File: src/rtl/serial_inst_mem_responder.sv
// serial_inst_mem_responder
// Memory side of the bit-serial instruction fetch link. Deserialises an
// LSB-first address, reads a word from an internal loadable store and streams
// it back LSB first, one bit per cycle, starting the cycle after the last
// address bit.
// Build option: define SERIAL_MEM_PARITY_EN to append an even-parity bit
// after the last data bit (send becomes DATA_WIDTH+1 cycles).
//
// state     | meaning
// IDLE      | waiting for the first address bit
// RECV_ADDR | shifting in address bits 1..ADDR_WIDTH-1
// SEND_DATA | streaming the latched word (and parity bit when enabled)
module serial_inst_mem_responder #(
    parameter int ADDR_WIDTH = 8,
    parameter int DATA_WIDTH = 16
) (
    input  logic                  sys_clk,
    input  logic                  sys_reset,
    input  logic                  addr_valid,
    input  logic                  addr_in,
    output logic                  data_out,
    output logic                  rsp_active,
    output logic                  abort_err,
    input  logic                  load_en,
    input  logic [ADDR_WIDTH-1:0] load_addr,
    input  logic [DATA_WIDTH-1:0] load_data
);

    localparam int CNT_MAX = (ADDR_WIDTH > DATA_WIDTH + 1) ? ADDR_WIDTH : DATA_WIDTH + 1;
    localparam int CNT_W   = $clog2(CNT_MAX + 1);
    localparam int AW1     = ADDR_WIDTH - 1;
`ifdef SERIAL_MEM_PARITY_EN
    localparam int SEND_LEN = DATA_WIDTH + 1;
`else
    localparam int SEND_LEN = DATA_WIDTH;
`endif
    localparam logic [CNT_W-1:0] ADDR_LAST = CNT_W'(ADDR_WIDTH - 1);
    localparam logic [CNT_W-1:0] SEND_END  = CNT_W'(SEND_LEN);
    localparam logic [CNT_W-1:0] CNT_ONE   = CNT_W'(1);

    typedef enum logic [1:0] {
        IDLE      = 2'd0,
        RECV_ADDR = 2'd1,
        SEND_DATA = 2'd2
    } state_t;

    state_t                r_state;
    logic [CNT_W-1:0]      r_cnt;
    logic [AW1-1:0]        r_addr;      // first ADDR_WIDTH-1 address bits, bit 0 lands at LSB
    logic [DATA_WIDTH-1:0] r_tx;        // remaining word bits; r_tx[0] is the next to send
    logic                  r_data_out;
    logic                  r_rsp_active;
    logic                  r_abort_err;
    logic [DATA_WIDTH-1:0] r_mem [0:(2**ADDR_WIDTH)-1];

    state_t                w_state_next;
    logic [CNT_W-1:0]      w_cnt_next;
    logic [AW1-1:0]        w_addr_next;
    logic [DATA_WIDTH-1:0] w_tx_next;
    logic                  w_data_next;
    logic                  w_rsp_next;
    logic                  w_abort_next;
    logic [ADDR_WIDTH-1:0] w_full_addr;
    logic [DATA_WIDTH-1:0] w_rd_word;
    logic [AW1-1:0]        w_addr_shift;

`ifdef SERIAL_MEM_PARITY_EN
    logic r_parity;
    logic w_parity_next;
`endif

    // The final address bit is used straight from the pin so the read happens
    // on the same edge it arrives; the read sees the pre-write store contents.
    assign w_full_addr  = {addr_in, r_addr};
    assign w_rd_word    = r_mem[w_full_addr];
    assign w_addr_shift = AW1'({addr_in, r_addr} >> 1);

    // Store write port; contents deliberately survive reset.
    always_ff @(posedge sys_clk) begin
        if (load_en) begin
            r_mem[load_addr] <= load_data;
        end
    end

    // State and datapath registers with synchronous active-low reset.
    always_ff @(posedge sys_clk) begin
        if (!sys_reset) begin
            r_state      <= IDLE;
            r_cnt        <= '0;
            r_addr       <= '0;
            r_tx         <= '0;
            r_data_out   <= 1'b0;
            r_rsp_active <= 1'b0;
            r_abort_err  <= 1'b0;
`ifdef SERIAL_MEM_PARITY_EN
            r_parity     <= 1'b0;
`endif
        end else begin
            r_state      <= w_state_next;
            r_cnt        <= w_cnt_next;
            r_addr       <= w_addr_next;
            r_tx         <= w_tx_next;
            r_data_out   <= w_data_next;
            r_rsp_active <= w_rsp_next;
            r_abort_err  <= w_abort_next;
`ifdef SERIAL_MEM_PARITY_EN
            r_parity     <= w_parity_next;
`endif
        end
    end

    // Next-state and next-output decode.
    always_comb begin
        w_state_next  = r_state;
        w_cnt_next    = r_cnt;
        w_addr_next   = r_addr;
        w_tx_next     = r_tx;
        w_data_next   = 1'b0;
        w_rsp_next    = 1'b0;
        w_abort_next  = 1'b0;
`ifdef SERIAL_MEM_PARITY_EN
        w_parity_next = r_parity;
`endif
        case (r_state)
            IDLE: begin
                if (addr_valid) begin
                    w_addr_next  = w_addr_shift;
                    w_cnt_next   = CNT_ONE;
                    w_state_next = RECV_ADDR;
                end
            end
            RECV_ADDR: begin
                if (!addr_valid) begin
                    w_abort_next = 1'b1;
                    w_cnt_next   = '0;
                    w_state_next = IDLE;
                end else if (r_cnt == ADDR_LAST) begin
                    w_data_next  = w_rd_word[0];
                    w_tx_next    = DATA_WIDTH'(w_rd_word >> 1);
                    w_rsp_next   = 1'b1;
                    w_cnt_next   = CNT_ONE;
                    w_state_next = SEND_DATA;
`ifdef SERIAL_MEM_PARITY_EN
                    w_parity_next = ^w_rd_word;
`endif
                end else begin
                    w_addr_next = w_addr_shift;
                    w_cnt_next  = r_cnt + CNT_ONE;
                end
            end
            SEND_DATA: begin
                if (r_cnt == SEND_END) begin
                    w_cnt_next   = '0;
                    w_state_next = IDLE;
                end else begin
                    w_data_next = r_tx[0];
                    w_tx_next   = r_tx >> 1;
                    w_rsp_next  = 1'b1;
                    w_cnt_next  = r_cnt + CNT_ONE;
`ifdef SERIAL_MEM_PARITY_EN
                    if (r_cnt == CNT_W'(DATA_WIDTH)) begin
                        w_data_next = r_parity;
                    end
`endif
                end
            end
            default: begin
                w_cnt_next   = '0;
                w_state_next = IDLE;
            end
        endcase
    end

    assign data_out   = r_data_out;
    assign rsp_active = r_rsp_active;
    assign abort_err  = r_abort_err;

endmodule
File: config.mk
export PLATFORM = sky130hd
export DESIGN_NAME = serial_inst_mem_responder
export DESIGN_NICKNAME = d
export VERILOG_FILES = /design/src/rtl/serial_inst_mem_responder.sv
export SDC_FILE = /design/constraint.sdc
export NUM_CORES = 2
export LEC_CHECK = 0
export BUFFER_PORTS_ARGS = -buffer_cell sky130_fd_sc_hd__buf_2
export CELL_PAD_IN_SITES_DETAIL_PLACEMENT = 1
export CELL_PAD_IN_SITES_GLOBAL_PLACEMENT = 1
export CORE_MARGIN = 2
export CORE_UTILIZATION = 35
export DETAILED_ROUTE_END_ITERATION = 16
export HOLD_SLACK_MARGIN = 0.12
export PLACE_DENSITY = 0.53
export SYNTH_ARGS = -nofsm -noshare
export SYNTH_HDL_FRONTEND = slang
export SYNTH_SLANG_ARGS = --single-unit
File: constraint.sdc
create_clock -name sys_clk -period 3.04 [get_ports sys_clk]
set_input_delay 0.608 -clock sys_clk [delete_from_list [all_inputs] [get_ports sys_clk]]
set_output_delay 0.608 -clock sys_clk [all_outputs]
set_load 0.1 [all_outputs]
==> run summary <==
status = finished, violations left
failing checks = setup timing
Post-synth EDFFs = 4096
DRT Pass-1 Iters = 6
H-tree Lvls = 5
cell total after placement = 14248
gate count of the mapped netlist = 7421
final hold vios = 0
CTS tree = yes
drt wl/cell = 36.1 µm
P_leak = 60.8 nW
Initial Util = 0.351
CP Data Arrival Time = 4.10 ns
Warnings, synthesis = 0
first-pass GRT wire length = 753000 µm
Layout Utilization = 0.428
FF-to-FF setup slack = -0.13 ns
layout cells sized above 1 = 0.365
initial antenna violation count = 43
Routed Antenna Nets = 0
Slew headroom = 0.283
gpl congestion = 0.855
Yosys reg bits = 4128
Design Power = 0.118 W
DRC viols = 0
Reg2Reg Launch Point = r_addr[0]
Synth Flop Type = edfxtp_1
Max-Cap Viols = 0
number of buffers added on ports = 31
post-DP HPWL = 354000 µm
Netlist Area Pre-Place = 160000 µm²
die outline width = 680 µm
crit path capture type = flop
Hold Path Depth = 1
Via Count = 85953
Startpoint Class = flop
Worst-path clk slew = 0.06 ns
Yosys top cell by area = edfxtp_1
final clock skew = 0.0804 ns
CTS max path bufs = 4
Pins Over Slew Limit = 0
Total GRT Usage = 0.234
Setup CP Type = flop to flop
post-synth top area share = 0.769
worst setup path start = r_addr[0]
period utilisation layout = 1.04
end of the worst register-to-register path = r_tx[5]
Fmax achieved = 316 MHz
WP data required = 3.97 ns
Synth Net Count = 7456
Area Overhead vs Synth = 22.0%
Synth async-reset ratio = 0
CTS buffer count = 441
Via density = 5.64
worst reg2reg path depth = 9
Final setup viols = 12
Clock Sinks = 4128
power per cell area = 604 nW/µm²
setup tns final = -0.481 ns
HP Start = load_data[4]
Worst Tran Pin Value = 1.07 ns
Hold EP = r_mem[107][4]
Worst IR Drop VDD = 0.515 mV
Die ar. = 463000 µm²
Clock Latency Late Sink = 1.05 ns
synth top area cells = edfxtp_1, mux4_2, mux2i_1, nor2_1, mux4_1
Final Critical Period = 3.17 ns
PnR worst setup slack = -0.129 ns
Crit Path Max Fanout = 8
1st-iter DRT viols = 10218
syn_area_per_cell = 21.6 µm²
die span in y = 680 µm
Hold Crit Class = input port to flop
hold_ws = 0.154 ns
largest net degree at the start of global routing = 93
core outline area = 456000 µm²
RSZ-0062 raised after global routing = yes
clock root cell = clkbuf_16
WL final = 549000 µm
# nets final = 8876
sequential area share after synthesis = 0.773
GRT Residual Overflow = 0
Top Ports = 32
vias in the first global route = 87858
non-filler cells, final = 15238
count of unique library cells instantiated by Yosys = 87
cell row count = 248
==> layer usage <==
| metal | vias up | share of wire | track usage |
|---|---|---|---|
| met4 | 0 | 0.028 | 0.0597 |
| li1 | 34272 | - | - |
| met2 | 3444 | 0.48 | 0.381 |
| met3 | 645 | 0.069 | 0.0348 |
| met5 | - | 0 | 0 |
| met1 | 47592 | 0.42 | 0.330 |
==> cell usage in the layout, fill, tap and decap left out, drive strengths merged, types with 30 or more instances in the layout <==
| cell type | n |
|---|---|
| o221ai | 60 |
| nand2 | 231 |
| a21oi | 113 |
| o22ai | 120 |
| edfxtp | 4096 |
| mux2i | 307 |
| mux4 | 922 |
| diode | 34 |
| clkbuf | 556 |
| o21ai | 69 |
| a31oi | 42 |
| a22oi | 106 |
| nor2b | 41 |
| buf | 1395 |
| clkinv | 194 |
| nor3 | 50 |
| dfxtp | 32 |
| nor2 | 343 |
| o211ai | 30 |
| bufinv | 33 |
| nand3 | 64 |
| a211oi | 41 |
==> metrics by stage <==
stage | setup slack (ns) | cell area (µm²)
final | -0.129 | 195000
after global routing | -0.183 | 195000
after CTS | -0.118 | 194000
after detailed placement | -0.977 | 178000
after global placement | -0.960 | 178000
after floorplan | 0.267 | 160000
==> final cells by class <==
cell class | instances | area (µm²)
sequential | 4128 | 124000
antenna | 34 | 85.1
multi-input combinational | 2836 | 35200
fill | 42255 | 261000
inverter | 13 | 63.8
timing repair buffer | 1421 | 14800
clock inverter | 254 | 2330
clock buffer | 552 | 11600
tap | 6000 | 7510
==> worst max-delay path: stages, from the launching register on <==
cell      delay (ns)
dfxtp_4         0.37
buf_12          0.16
buf_16          0.19
buf_12          0.14
mux4_2          0.50
mux4_2          0.47
o211a_1         0.26
o31a_1          0.45
a311oi_4        0.36
a31oi_1         0.13
==> Yosys cell counts, types with 44 or more instances <==
| library cell | n |
|---|---|
| buf_2 | 95 |
| buf_6 | 66 |
| nor3_1 | 50 |
| mux4_2 | 878 |
| a22oi_1 | 106 |
| nand2_1 | 231 |
| o221ai_1 | 60 |
| mux2i_1 | 307 |
| buf_4 | 57 |
| nand3_1 | 63 |
| a21oi_1 | 113 |
| o22ai_1 | 120 |
| nor2_1 | 343 |
| mux4_1 | 44 |
| clkbuf_1 | 148 |
| edfxtp_1 | 4096 |
| o21ai_0 | 67 |
==> where the power goes <==
group          internal [W]  leakage [nW]  switching [W]
Combinational      0.000605          17.0        0.00201
Clock                0.0298          6.75         0.0228
Sequential           0.0627          37.1      0.0000404
Total                0.0930          60.8         0.0248
==> how the worst max path moves through the flow <==
stage                     to  slack [ns]  cells past startpoint
2_1_floorplan  r_mem[237][0]        0.27                      6
5_1_grt              r_tx[5]       -0.18                     12
3_5_place_dp        r_tx[13]       -0.98                     12
3_3_place_gp        r_tx[14]       -0.96                     11
6_report             r_tx[5]       -0.13                      9
4_1_cts              r_tx[5]       -0.12                      9
==> state kept, by name, summed over array words and instances (netlist names) <==
register / cells
abort_err: 1
data_out: 1
r_mem: 4096
rsp_active: 1
r_tx: 15
r_state: 2
r_addr: 7
r_cnt: 5
==> cell families after synthesis <==
family	after synthesis	share of synthesized area
flops	4128	0.773
buf+inv	457	0.0196
mux	1251	0.152
fa+ha+maj	6	0.000469
simple gates	852	0.0238
compound gates	727	0.0319
==> what timing repair did <==
item                                    4_1_cts  5_1_grt
resized for setup                           235      130
buffers inserted                             80       40
hold buffers                                 14        0
endpoints found under the setup margin       16       16
gates cloned                                 13        5
pin swaps                                    35       29
endpoints found under the hold margin       307        0
Power figures use the tool's default switching activity.
